===== src/rtl/decoder_pkg.sv =====
// Shared decoder/encoder definitions: FSM state encoding and the reserved
// zero values used as end-of-sequence token and word terminator.
package decoder_pkg;

  typedef enum logic [3:0] {
    S_IDLE,
    S_TFETCH,
    S_TCHECK,
    S_VSEEK,
    S_VCOPY,
    S_WSEP,
    S_WTERM,
    S_DONE,
    S_ERR
  } decoder_state_e;

  localparam int unsigned EOS_TOKEN = 0;
  localparam int unsigned WORD_TERM = 0;

  // States in which a start pulse is honoured.
  function automatic logic is_restart_state(decoder_state_e s);
    return (s == S_IDLE) || (s == S_DONE) || (s == S_ERR);
  endfunction

endpackage


===== src/rtl/decoder_vocab_locator.sv =====
// Walks the packed vocab RAM from address 0 counting terminators until the
// k-th word start is reached; flags failure if the end of the RAM is examined first.
module vocab_locator
  import decoder_pkg::*;
#(
  parameter int ADDR_WIDTH = 4,
  parameter int DATA_WIDTH = 8
) (
  input  logic                  clk,
  input  logic                  rst_n,
  input  logic                  i_start,
  input  logic [DATA_WIDTH-1:0] i_k,
  input  logic [DATA_WIDTH-1:0] i_dout,
  output logic [ADDR_WIDTH-1:0] o_addr,
  output logic [ADDR_WIDTH-1:0] o_word_start,
  output logic                  o_found,
  output logic                  o_fail
);

  localparam logic [DATA_WIDTH-1:0] TERM_B = DATA_WIDTH'(WORD_TERM);

  // Extra MSB marks that the last RAM byte is the one being examined.
  logic [ADDR_WIDTH:0]   r_addr;
  logic [DATA_WIDTH-1:0] r_k;
  logic [DATA_WIDTH-1:0] r_cnt;
  logic [ADDR_WIDTH-1:0] r_word_start;
  logic                  r_busy;
  logic                  r_primed;

  assign o_addr       = r_addr[ADDR_WIDTH-1:0];
  assign o_word_start = r_word_start;
  assign o_found      = r_busy && (r_cnt == r_k);
  assign o_fail       = r_busy && !o_found && r_addr[ADDR_WIDTH];

  always_ff @(posedge clk or negedge rst_n) begin
    if (!rst_n) begin
      r_addr       <= '0;
      r_k          <= '0;
      r_cnt        <= '0;
      r_word_start <= '0;
      r_busy       <= 1'b0;
      r_primed     <= 1'b0;
    end else if (i_start) begin
      r_addr       <= '0;
      r_k          <= i_k;
      r_cnt        <= DATA_WIDTH'(1);
      r_word_start <= '0;
      r_busy       <= 1'b1;
      r_primed     <= 1'b0;
    end else if (r_busy) begin
      if (o_found || o_fail) begin
        r_busy <= 1'b0;
      end else begin
        r_addr   <= r_addr + (ADDR_WIDTH+1)'(1);
        r_primed <= 1'b1;
        // i_dout holds the byte at r_addr-1, so the next word starts at r_addr.
        if (r_primed && (i_dout == TERM_B)) begin
          r_cnt        <= r_cnt + DATA_WIDTH'(1);
          r_word_start <= r_addr[ADDR_WIDTH-1:0];
        end
      end
    end
  end

endmodule


===== src/rtl/decoder.sv =====
// Token-to-text decoder: looks each token up in the packed vocab RAM and writes
// the words, space separated and zero terminated, into the output RAM.
//
// state    | meaning
// ---------+-----------------------------------------------------------
// S_IDLE   | waiting for cs
// S_TFETCH | token address presented to token RAM
// S_TCHECK | token byte evaluated: EOS, wrap error, or start vocab seek
// S_VSEEK  | vocab_locator counting terminators up to the k-th word
// S_VCOPY  | streaming word bytes into the output RAM
// S_WSEP   | writing the separator before a non-first word
// S_WTERM  | writing the final zero byte
// S_DONE   | finished, done held until cs
// S_ERR    | failed, error held until cs
module decoder
  import decoder_pkg::*;
#(
  parameter int                    ADDR_WIDTH = 4,
  parameter int                    DATA_WIDTH = 8,
  parameter logic [DATA_WIDTH-1:0] SEP        = 8'h20
) (
  input  logic                  clk,
  input  logic                  rst_n,
  input  logic                  cs,
  output logic [ADDR_WIDTH-1:0] tok_addr,
  input  logic [DATA_WIDTH-1:0] tok_dout,
  output logic [ADDR_WIDTH-1:0] voc_addr,
  input  logic [DATA_WIDTH-1:0] voc_dout,
  output logic [ADDR_WIDTH-1:0] out_addr,
  output logic [DATA_WIDTH-1:0] out_din,
  output logic                  out_we,
  output logic                  done,
  output logic                  error
);

  localparam logic [ADDR_WIDTH-1:0] ADDR_LAST = '1;
  localparam logic [DATA_WIDTH-1:0] TERM_B    = DATA_WIDTH'(WORD_TERM);
  localparam logic [DATA_WIDTH-1:0] EOS_B     = DATA_WIDTH'(EOS_TOKEN);

  decoder_state_e        r_state;
  decoder_state_e        w_next;
  logic [ADDR_WIDTH-1:0] r_tok_ptr;
  logic [ADDR_WIDTH-1:0] r_out_ptr;
  logic [ADDR_WIDTH:0]   r_voc_ptr;
  logic                  r_cprimed;
  logic                  r_first_word;
  logic                  w_start;
  logic                  w_out_full;
  logic                  w_loc_start;
  logic                  w_loc_found;
  logic                  w_loc_fail;
  logic [ADDR_WIDTH-1:0] w_loc_addr;
  logic [ADDR_WIDTH-1:0] w_loc_word_start;

  vocab_locator #(
    .ADDR_WIDTH(ADDR_WIDTH),
    .DATA_WIDTH(DATA_WIDTH)
  ) u_locator (
    .clk         (clk),
    .rst_n       (rst_n),
    .i_start     (w_loc_start),
    .i_k         (tok_dout),
    .i_dout      (voc_dout),
    .o_addr      (w_loc_addr),
    .o_word_start(w_loc_word_start),
    .o_found     (w_loc_found),
    .o_fail      (w_loc_fail)
  );

  assign w_start    = cs && is_restart_state(r_state);
  assign w_out_full = (r_out_ptr == ADDR_LAST);
  assign tok_addr   = r_tok_ptr;
  assign out_addr   = r_out_ptr;
  assign voc_addr   = (r_state == S_VCOPY) ? r_voc_ptr[ADDR_WIDTH-1:0] : w_loc_addr;
  assign done       = (r_state == S_DONE);
  assign error      = (r_state == S_ERR);

  always_comb begin
    w_next      = r_state;
    out_we      = 1'b0;
    out_din     = '0;
    w_loc_start = 1'b0;
    unique case (r_state)
      S_IDLE, S_DONE, S_ERR: if (w_start) w_next = S_TFETCH;
      S_TFETCH: w_next = S_TCHECK;
      S_TCHECK: begin
        if (tok_dout == EOS_B) begin
          w_next = S_WTERM;
        end else if (r_tok_ptr == ADDR_LAST) begin
          w_next = S_ERR;
        end else begin
          w_next      = S_VSEEK;
          w_loc_start = 1'b1;
        end
      end
      S_VSEEK: begin
        if (w_loc_found)     w_next = r_first_word ? S_VCOPY : S_WSEP;
        else if (w_loc_fail) w_next = S_ERR;
      end
      S_WSEP: begin
        if (w_out_full) begin
          w_next = S_ERR;
        end else begin
          out_we  = 1'b1;
          out_din = SEP;
          w_next  = S_VCOPY;
        end
      end
      S_VCOPY: begin
        // First VCOPY cycle only presents the word start; data follows a cycle later.
        if (r_cprimed) begin
          if (voc_dout == TERM_B) begin
            w_next = S_TFETCH;
          end else if (r_voc_ptr[ADDR_WIDTH] || w_out_full) begin
            w_next = S_ERR;
          end else begin
            out_we  = 1'b1;
            out_din = voc_dout;
          end
        end
      end
      S_WTERM: begin
        out_we  = 1'b1;
        out_din = TERM_B;
        w_next  = S_DONE;
      end
      default: w_next = S_IDLE;
    endcase
  end

  always_ff @(posedge clk or negedge rst_n) begin
    if (!rst_n) begin
      r_state      <= S_IDLE;
      r_tok_ptr    <= '0;
      r_out_ptr    <= '0;
      r_voc_ptr    <= '0;
      r_cprimed    <= 1'b0;
      r_first_word <= 1'b0;
    end else begin
      r_state <= w_next;
      case (r_state)
        S_IDLE, S_DONE, S_ERR: begin
          if (w_start) begin
            r_tok_ptr    <= '0;
            r_out_ptr    <= '0;
            r_first_word <= 1'b1;
          end
        end
        S_TCHECK: if (w_loc_start) r_tok_ptr <= r_tok_ptr + ADDR_WIDTH'(1);
        S_VSEEK: begin
          if (w_loc_found) begin
            r_voc_ptr <= {1'b0, w_loc_word_start};
            r_cprimed <= 1'b0;
          end
        end
        S_WSEP: if (out_we) r_out_ptr <= r_out_ptr + ADDR_WIDTH'(1);
        S_VCOPY: begin
          if (!r_cprimed) begin
            r_voc_ptr <= r_voc_ptr + (ADDR_WIDTH+1)'(1);
            r_cprimed <= 1'b1;
          end else if (out_we) begin
            r_voc_ptr    <= r_voc_ptr + (ADDR_WIDTH+1)'(1);
            r_out_ptr    <= r_out_ptr + ADDR_WIDTH'(1);
            r_first_word <= 1'b0;
          end
        end
        default: ;
      endcase
    end
  end

endmodule


===== config.mk =====
export PLATFORM = sky130hd
export DESIGN_NAME = decoder
export DESIGN_NICKNAME = d
export VERILOG_FILES = /design/src/rtl/decoder_pkg.sv /design/src/rtl/decoder_vocab_locator.sv /design/src/rtl/decoder.sv
export SDC_FILE = /design/constraint.sdc
export NUM_CORES = 1
export LEC_CHECK = 0
export BUFFER_PORTS_ARGS = -buffer_cell sky130_fd_sc_hd__buf_2
export CAP_MARGIN = 20
export CORE_MARGIN = 4
export CORE_UTILIZATION = 60
export CTS_BUF_LIST = sky130_fd_sc_hd__clkbuf_8
export CTS_CLUSTER_SIZE = 28
export DETAILED_ROUTE_END_ITERATION = 8
export PLACE_DENSITY = 0.85
export SETUP_SLACK_MARGIN = 0.2
export SYNTH_ARGS = -nofsm -noshare
export SYNTH_HDL_FRONTEND = slang
export SYNTH_HIERARCHICAL = 1
export SYNTH_SLANG_ARGS = --single-unit

===== constraint.sdc =====
create_clock -name clk -period 6.1 [get_ports clk]
set_input_delay 0.915 -clock clk [delete_from_list [all_inputs] [get_ports clk]]
set_output_delay 0.915 -clock clk [all_outputs]
set_load 0.005 [all_outputs]

==> results of run 1 <==
## critical path: cells and delay by family (launching register included)
kind                   cells  cell delay (ns)
AND/OR/NAND/NOR            4             1.70
flip-flops                 1             0.67
buffers and inverters      1             0.10
## cell usage in the layout (no fill, tap or decap), drive strengths merged, types with 10 or more instances in the layout
cell type	count
and2	13
mux2	11
buf	42
xor2	10
o21ai	10
nand2	30
dfrtp	46
nor2	35
a21oi	13
nand3	12
## area by class of cell
class | instances | area (sq um) | area share, %
tap | 52 | 65.1 | 2.05
timing repair buffer | 42 | 225 | 7.09
clock inverter | 3 | 41.3 | 1.30
multi-input combinational | 233 | 1600 | 50.4
clock buffer | 5 | 68.8 | 2.17
sequential | 46 | 1150 | 36.2
inverter | 6 | 22.5 | 0.709
## per-layer routing
| layer | part of all wire, % | wire, microns | track usage (%) |
|---|---|---|---|
| met3 | 5.1 | 303 | 3.98 |
| met1 | 46 | 2720 | 27.5 |
| met2 | 47 | 2800 | 33.8 |
| met5 | 0 | 0 | 0 |
| met4 | 1.4 | 82 | 7.97 |
## kinds of logic after synthesis
kind of cell,share of synthesized area (%)
AO/OA/AOI/OAI,16.4
XOR/XNOR,4.61
adder cells (fa/ha/maj),2.19
buffers and inverters,3.47
flip-flops,40.4
multiplexers,6.93
AND/OR/NAND/NOR,26.0
## flip-flops by register name, summed over array words and instances, names as in the netlist
register,flops
u_locator/r_cnt,8
u_locator/r_k,8
r_voc_ptr,5
u_locator/r_addr,5
out_addr,4
r_state,4
tok_addr,4
u_locator/o_word_start,4
r_cprimed,1
r_first_word,1
u_locator/r_busy,1
u_locator/r_primed,1
## power by group through the flow
stage                     combinational [mW]  sequential [mW]  clock, mW
final                                  0.418            0.483      0.224
after global routing                   0.474            0.496      0.240
after global placement                 0.405            0.483          0
after detailed placement               0.416            0.488          0
after CTS                              0.420            0.481      0.229
after floorplan                        0.368            0.443          0
## worst max path at each step
stage | startpoint | endpoint | slack (ns) | depth (start not counted)
6_report | r_state[2] | out_din[3] | 2.41 | 5
5_1_grt | r_state[2] | out_din[4] | 2.11 | 5
4_1_cts | r_state[2] | out_din[3] | 2.42 | 5
3_5_place_dp | r_state[2] | out_din[3] | 2.76 | 5
3_3_place_gp | voc_dout[3] | out_din[3] | 2.83 | 6
2_1_floorplan | voc_dout[3] | out_din[3] | 3.11 | 4
==> results.py, run 1 <==
metrics = {
    "run_status": {
        "status": "finished, final reports clean",
    },
    "route": {
        "drtIter0Drc": 192,
        "num_vias": 2333,
        "routed_wl_mm": 5.91,
        "wl_per_cell_microns": 15.3,
        "drc": 0,
        "via_per_inst": 6.03,
        "drt_first_pass_iters": 5,
        "ant_nets": 0,
    },
    "sta": {
        "fin_crit_ns": 3.69,
        "relSlewSlack_pct": 33.9,
        "setup-violations-final": 0,
        "final_max_slew_viol_count": 0,
        "finalWorstSetupSlack_ns": 2.41,
        "tns_ns": 0,
        "hold_viol": 0,
        "rsz0062_at_grt": "false",
        "tightest_slew_ns": 0.991,
        "clock.fmax_ghz": 0.271,
        "fin_crit_sh_pct": 60.5,
        "hold_slack_ns": 0.434,
        "skew_ns": 0.00819,
    },
    "worst_setup_path": {
        "crit_path_cell_trace": "nor4b_2 > nand2_1 > nor2b_1 > and2_2 > buf_2",
        "slowest_delay_ns": 0.88,
        "regToRegEndpoint": "r_state[2]",
        "worstPathArrival_ns": 2.78,
        "crit_required_ns": 5.18,
        "crit_fanout": 19,
        "cp-end-kind": "output port",
        "path_class": "reg2out",
        "critPathLaunchType": "register",
        "timing.rr.start": "u_locator/r_cnt[5]",
        "critPathSlowestCell": "nor4b_2",
        "r2r_cells": 9,
        "reg2reg_slack_ns": 3.23,
    },
    "grt": {
        "groute.usage.overall_pct": 20.8,
        "antenna_found_initial": 0,
        "grt-ovfl-total": 0,
        "grt_max_degree": 47,
        "grt_pass1_vias": 2135,
        "grt_pass1_wl_mm": 10.0,
    },
    "pwr": {
        "leakage_nw": 1.48,
        "combPwrFrac_pct": 37.1,
        "switching_share_pct": 38.2,
        "p_sw_mw": 0.430,
        "p_total_mw": 1.13,
        "pwr-share-seq_pct": 42.9,
        "ir_worst_vdd_uv": 271,
        "p_int_mw": 0.696,
        "power_frac_clock_pct": 19.9,
        "power.density_nw_per_um2": 355,
    },
    "final_layout": {
        "n_fill_cell": 347,
        "utilization_pct": 71.0,
        "fin_area_sq_um": 3180,
        "syn_to_final_growth_pct": 11.4,
        "n_antenna_cell": 0,
        "drive_above_1_share_pct": 23.0,
        "finalNonFillerCells": 387,
        "final_nets": 358,
    },
    "floorplanning": {
        "die_height_microns": 76.9,
        "die_w_microns": 76.9,
        "dieArea_sq_um": 5920,
        "rows": 24,
        "pin_count": 42,
        "core_area_sq_um": 4470,
        "initial_utilization_pct": 63.7,
    },
    "synthesis": {
        "syn_inst": 300,
        "yosysMostFrequentCell": "dfrtp_1",
        "mappedNetlistNets": 324,
        "syn_area_per_cell_sq_um": 9.50,
        "synth_edf_count": 0,
        "synth_area_leader_cell": "dfrtp_1",
        "synth_top_area_share_pct": 40.4,
        "synth_common_cells": "dfrtp_1 (46), nor2_1 (35), nand2_1 (30)",
        "synthTopCellsByArea": "dfrtp_1 (40%), nor2_1 (4.6%), nand2_1 (3.9%)",
        "ys_seq_area_share_pct": 40.4,
        "async_reset_ff_share_pct": 100,
        "netlist_area_sq_um": 2850,
        "synth_seq_cells": 46,
        "synth_flop_cell": "dfrtp_1",
        "ys_types": 61,
        "yosysWarnings": 6,
    },
    "place": {
        "post_dp_cell_area_sq_um": 3050,
        "dp_cells": 378,
        "port_buffers": 41,
        "place_ws_ns": 2.76,
        "place_congestion": 0.910,
        "dp_hpwl_mm": 4.29,
    },
    "cts": {
        "cts_root_buf": "clkbuf_8",
        "tritoncts": "yes",
        "ctsHoldBuffers": 0,
        "cts.sinks": 46,
        "clock_latency_ns": 0.30,
        "clkTransAtPathRegs_ns": 0.08,
        "cts_made_buffers": 5,
        "ctsResizeCount": 0,
        "htree_levels": 2,
        "cts_setup_buffers": 0,
        "clockBufferDepth": 2,
    },
    "job": {
        "drv_cap": 0,
    },
    "hold_path": {
        "hold_class": "in2async",
    },
}
Note: power is estimated with default switching activity, not from simulation.
==> run 2: changes to the inputs <==
--- a/config.mk
+++ b/config.mk
@@ -8,11 +8,11 @@
 export BUFFER_PORTS_ARGS = -buffer_cell sky130_fd_sc_hd__buf_2
 export CAP_MARGIN = 20
 export CORE_MARGIN = 4
-export CORE_UTILIZATION = 60
+export CORE_UTILIZATION = 54
 export CTS_BUF_LIST = sky130_fd_sc_hd__clkbuf_8
 export CTS_CLUSTER_SIZE = 28
 export DETAILED_ROUTE_END_ITERATION = 8
-export PLACE_DENSITY = 0.85
+export PLACE_DENSITY = 0.81
 export SETUP_SLACK_MARGIN = 0.2
 export SYNTH_ARGS = -nofsm -noshare
 export SYNTH_HDL_FRONTEND = slang
==> constraint.sdc (replaced) <==
create_clock -name clk -period 3.1 [get_ports clk]
set_input_delay 0.465 -clock clk [delete_from_list [all_inputs] [get_ports clk]]
set_output_delay 0.465 -clock clk [all_outputs]
set_load 0.005 [all_outputs]
==> results.py, run 2 (same netlist as run 1, synthesis figures left out) <==
metrics = {
    "run_status": {
        "status": "finished, final reports clean",
    },
    "sta": {
        "setup-violations-final": 0,
        "rsz0062_at_grt": "false",
        "relSlewSlack_pct": 69.2,
        "clock.fmax_ghz": 0.376,
        "tightest_slew_ns": 0.463,
        "final_max_slew_viol_count": 0,
        "skew_ns": 0.00378,
        "hold_viol": 0,
        "fin_crit_ns": 2.66,
        "tns_ns": 0,
        "fin_crit_sh_pct": 85.8,
    },
    "worst_setup_path": {
        "reg2reg_slack_ns": 0.63,
        "crit_fanout": 14,
        "worstPathArrival_ns": 2.20,
        "regToRegEndpoint": "r_state[2]",
        "critPathLaunchType": "register",
        "crit_required_ns": 2.63,
        "timing.rr.start": "u_locator/r_cnt[5]",
        "path_class": "reg2out",
        "r2r_cells": 9,
        "cp-end-kind": "output port",
    },
    "floorplanning": {
        "initial_utilization_pct": 55.8,
        "dieArea_sq_um": 6510,
        "die_w_microns": 80.7,
        "core_area_sq_um": 5110,
        "die_height_microns": 80.7,
        "pin_count": 42,
        "rows": 26,
    },
    "cts": {
        "cts.sinks": 46,
        "cts_made_buffers": 5,
        "htree_levels": 2,
        "clock_latency_ns": 0.30,
        "clkTransAtPathRegs_ns": 0.09,
        "clockBufferDepth": 2,
        "tritoncts": "yes",
        "cts_setup_buffers": 0,
        "cts_root_buf": "clkbuf_8",
    },
    "grt": {
        "grt-ovfl-total": 0,
        "grt_pass1_vias": 2425,
        "grt_pass1_wl_mm": 11.1,
        "antenna_found_initial": 0,
        "grt_max_degree": 47,
        "groute.usage.overall_pct": 21.6,
    },
    "place": {
        "dp_hpwl_mm": 4.78,
        "port_buffers": 41,
        "place_congestion": 0.811,
        "dp_cells": 402,
    },
    "route": {
        "ant_nets": 0,
        "num_vias": 2360,
        "via_per_inst": 5.73,
        "wl_per_cell_microns": 15.6,
        "drtIter0Drc": 219,
        "drc": 0,
        "drt_first_pass_iters": 4,
        "routed_wl_mm": 6.42,
    },
    "final_layout": {
        "final_nets": 365,
        "top_regs": "u_locator/r_cnt: 8 flops, u_locator/r_k: 8 flops",
        "layout_commonest_cell": "dfrtp_1",
        "finalNonFillerCells": 412,
        "syn_to_final_growth_pct": 14.6,
        "n_antenna_cell": 0,
        "n_fill_cell": 434,
        "layout_common_cells": "dfrtp_1 (46), buf_2 (41), nor2_1 (35)",
        "drive_above_1_share_pct": 24.9,
    },
    "pwr": {
        "power.density_nw_per_um2": 696,
        "leakage_nw": 1.52,
        "ir_worst_vdd_uv": 453,
    },
    "hold_path": {
        "hold_class": "in2reg",
        "min_path_cells": 2,
        "min_from": "tok_dout[6]",
        "whs_endpoint": "u_locator/r_k[6]",
    },
    "job": {
        "drv_cap": 0,
    },
}
-- run 2: stage by stage --
step           power (mW)  hold WS [ns]  utilization (%)  worst slack (ns)  area [sq um]
2_1_floorplan        1.60         0.169                -             0.594          2850
3_3_place_gp         1.78         0.470             61.0             0.661          3110
3_5_place_dp         1.81         0.514             61.0             0.477          3110
4_1_cts              2.28         0.371             63.2             0.317          3230
5_1_grt              2.43         0.410             64.0             0.262          3270
6_report             2.27         0.410             64.0             0.439          3270
-- run 2: layout make-up --
type | instances | area [sq um] | area share (%)
Clock buffer | 5 | 68.8 | 2.11
Timing Repair Buffer | 49 | 280 | 8.58
Inverter | 6 | 22.5 | 0.689
Tap cell | 70 | 87.6 | 2.68
Sequential cell | 46 | 1150 | 35.2
Clock inverter | 3 | 43.8 | 1.34
Multi-Input combinational cell | 233 | 1610 | 49.4
-- run 2: timing repair --
action                                  in CTS  in global routing
endpoints found under the setup margin       8                  8
gates resized for setup                      1                  1
hold endpoints to repair                     0                  4
cloned                                       0                  0
hold buffers                                 0                  1
-- run 2: worst max-delay path by stage --
stage                            start    endpoint  slack, ns  cells after the start
finish                      r_state[1]  out_din[0]       0.44                      5
global route                r_state[1]  out_din[0]       0.26                      5
CTS                         r_state[1]  out_din[0]       0.32                      5
detailed placement          r_state[1]  out_din[3]       0.48                      5
global placement            r_state[0]  out_din[3]       0.66                      5
floorplan           u_locator/r_cnt[5]  r_state[2]       0.59                      9
-- run 2: worst max-delay path, stage by stage, from the launching register on --
cell	delay (ns)
dfrtp_1	0.55
nor4b_4	0.51
nand2_1	0.19
nor2b_2	0.35
and2_1	0.19
buf_2	0.12
-- run 2: power breakdown --
part	total [mW]	switching, mW	leakage [nW]	internal [mW]
logic	0.878	0.467	0.874	0.411
clock network	0.459	0.217	0.0585	0.242
registers	0.936	0.190	0.588	0.746
-- run 2: routing by layer --
metal	GRT usage, %	part of all wire, %
met3	3.03	4.6
met1	26.9	43
met2	38.2	51
met5	0	0
met4	7.26	1.2
==> run 3: changes to the inputs <==
--- a/config.mk
+++ b/config.mk
@@ -7,12 +7,15 @@
 export LEC_CHECK = 0
 export BUFFER_PORTS_ARGS = -buffer_cell sky130_fd_sc_hd__buf_2
 export CAP_MARGIN = 20
+export CELL_PAD_IN_SITES_DETAIL_PLACEMENT = 1
+export CELL_PAD_IN_SITES_GLOBAL_PLACEMENT = 1
 export CORE_MARGIN = 4
-export CORE_UTILIZATION = 54
+export CORE_UTILIZATION = 41
 export CTS_BUF_LIST = sky130_fd_sc_hd__clkbuf_8
 export CTS_CLUSTER_SIZE = 28
 export DETAILED_ROUTE_END_ITERATION = 8
-export PLACE_DENSITY = 0.81
+export MAX_ROUTING_LAYER = met4
+export PLACE_DENSITY = 0.8
 export SETUP_SLACK_MARGIN = 0.2
 export SYNTH_ARGS = -nofsm -noshare
 export SYNTH_HDL_FRONTEND = slang
==> results.py, run 3 (same netlist as run 1, synthesis figures left out) <==
metrics = {
    "run_status": {
        "status": "finished, final reports clean",
    },
    "final_layout": {
        "n_antenna_cell": 0,
        "layout_common_cells": "dfrtp_1 (46), buf_2 (41), nor2_1 (35)",
        "syn_to_final_growth_pct": 14.1,
        "fin_area_sq_um": 3250,
        "top_regs": "u_locator/r_cnt: 8 flops, u_locator/r_k: 8 flops",
        "final_nets": 364,
        "drive_above_1_share_pct": 24.3,
        "layout_commonest_cell": "dfrtp_1",
        "n_fill_cell": 806,
        "utilization_pct": 48.2,
    },
    "sta": {
        "final_max_slew_viol_count": 0,
        "tightest_slew_ns": 0.507,
        "fin_crit_sh_pct": 84.7,
        "hold_slack_ns": 0.0200,
        "rsz0062_at_grt": "false",
        "relSlewSlack_pct": 66.1,
        "fin_crit_ns": 2.63,
        "tns_ns": 0,
        "clock.fmax_ghz": 0.381,
        "setup-violations-final": 0,
        "hold_viol": 0,
        "skew_ns": 0.00478,
    },
    "worst_setup_path": {
        "critPathLaunchType": "register",
        "cp-end-kind": "output port",
        "critPathSlowestCell": "dfrtp_1",
        "slowest_delay_ns": 0.43,
        "path_class": "reg2out",
        "regToRegEndpoint": "r_voc_ptr[3]",
        "r2r_cells": 8,
        "worstPathArrival_ns": 2.16,
        "crit_path_cell_trace": "ha_1 > a31oi_1 > o21a_4 > nor2b_2 > and2_1 > buf_2",
        "crit_fanout": 9,
        "crit_required_ns": 2.63,
        "critPathLaunch": "out_addr[0]",
        "timing.rr.start": "u_locator/r_k[7]",
        "reg2reg_slack_ns": 0.67,
    },
    "route": {
        "routed_wl_mm": 7.57,
        "via_per_inst": 5.70,
        "wl_per_cell_microns": 18.0,
        "drt_first_pass_iters": 4,
        "num_vias": 2398,
        "drtIter0Drc": 109,
        "ant_nets": 0,
        "drc": 0,
    },
    "floorplanning": {
        "pin_count": 42,
        "die_w_microns": 91.4,
        "core_area_sq_um": 6760,
        "rows": 30,
        "dieArea_sq_um": 8350,
        "die_height_microns": 91.4,
        "initial_utilization_pct": 42.2,
    },
    "place": {
        "post_dp_cell_area_sq_um": 3130,
        "place_congestion": 0.886,
        "dp_hpwl_mm": 5.55,
        "port_buffers": 41,
    },
    "grt": {
        "grt_pass1_wl_mm": 13.2,
        "grtUsageMet3_pct": 3.65,
        "met2_usage_pct": 33.3,
        "antenna_found_initial": 0,
        "use_met1_pct": 24.7,
        "busiest_layer": "met2",
        "groute.usage.overall_pct": 20.2,
        "grt_pass1_vias": 2595,
        "grt-ovfl-total": 0,
        "grt_max_degree": 47,
    },
    "cts": {
        "cts_made_buffers": 5,
        "cts_setup_buffers": 0,
        "tritoncts": "yes",
        "cts.sinks": 46,
        "ctsHoldBuffers": 0,
        "clkTransAtPathRegs_ns": 0.09,
        "cts_root_buf": "clkbuf_8",
        "ctsResizeCount": 0,
        "clockBufferDepth": 2,
        "clock_latency_ns": 0.30,
        "htree_levels": 2,
    },
    "job": {
        "drv_cap": 0,
    },
    "pwr": {
        "power.density_nw_per_um2": 704,
        "p_total_mw": 2.29,
        "ir_worst_vdd_uv": 282,
        "leakage_nw": 1.52,
    },
    "hold_path": {
        "hold_class": "in2async",
    },
}
## run 3: per-layer routing
| layer | routed length [microns] | vias to the layer above |
|---|---|---|
| met5 | 0 | - |
| li1 | - | 1141 |
| met3 | 173 | 14 |
| met2 | 3820 | 36 |
| met4 | 131 | 0 |
| met1 | 3450 | 1207 |
## run 3: critical path: cells and delay by family, from the launching register on
family                   cells  cell delay, ns
AO/OA/AOI/OAI                2            0.52
adder cells (fa/ha/maj)      1            0.28
buffers and inverters        1            0.13
flip-flops                   1            0.43
AND/OR/NAND/NOR              2            0.50
## run 3: metrics by stage
| step | cells | setup slack (ns) |
|---|---|---|
| floorplan | 300 | 0.594 |
| global placement | 412 | 0.696 |
| detailed placement | 412 | 0.686 |
| CTS | 420 | 0.336 |
| global route | 421 | 0.312 |
| finish | 421 | 0.473 |
## run 3: cell type report
cell class                      count  area [sq um]  share of cell area (%)
Clock buffer                        5          68.8                    2.11
Inverter                            6          22.5                   0.692
Multi-Input combinational cell    233          1600                    49.3
Tap cell                           80           100                    3.08
Timing Repair Buffer               48           270                    8.30
Sequential cell                    46          1150                    35.4
Clock inverter                      3          37.5                    1.15
## run 3: how the worst max path moves through the flow
stage | slack [ns] | endpoint | depth (start not counted)
3_5_place_dp | 0.69 | out_din[0] | 6
4_1_cts | 0.34 | out_din[0] | 6
5_1_grt | 0.31 | out_din[0] | 6
6_report | 0.47 | out_din[0] | 6
3_3_place_gp | 0.70 | out_din[0] | 6
2_1_floorplan | 0.59 | r_state[2] | 9
## run 3: where the power goes
group          internal (mW)  leakage [nW]  total (mW)  switching, mW
sequential             0.746         0.588       0.948          0.202
clock                  0.235        0.0607       0.449          0.214
combinational          0.411         0.868       0.893          0.483
total                   1.39          1.52        2.29          0.898
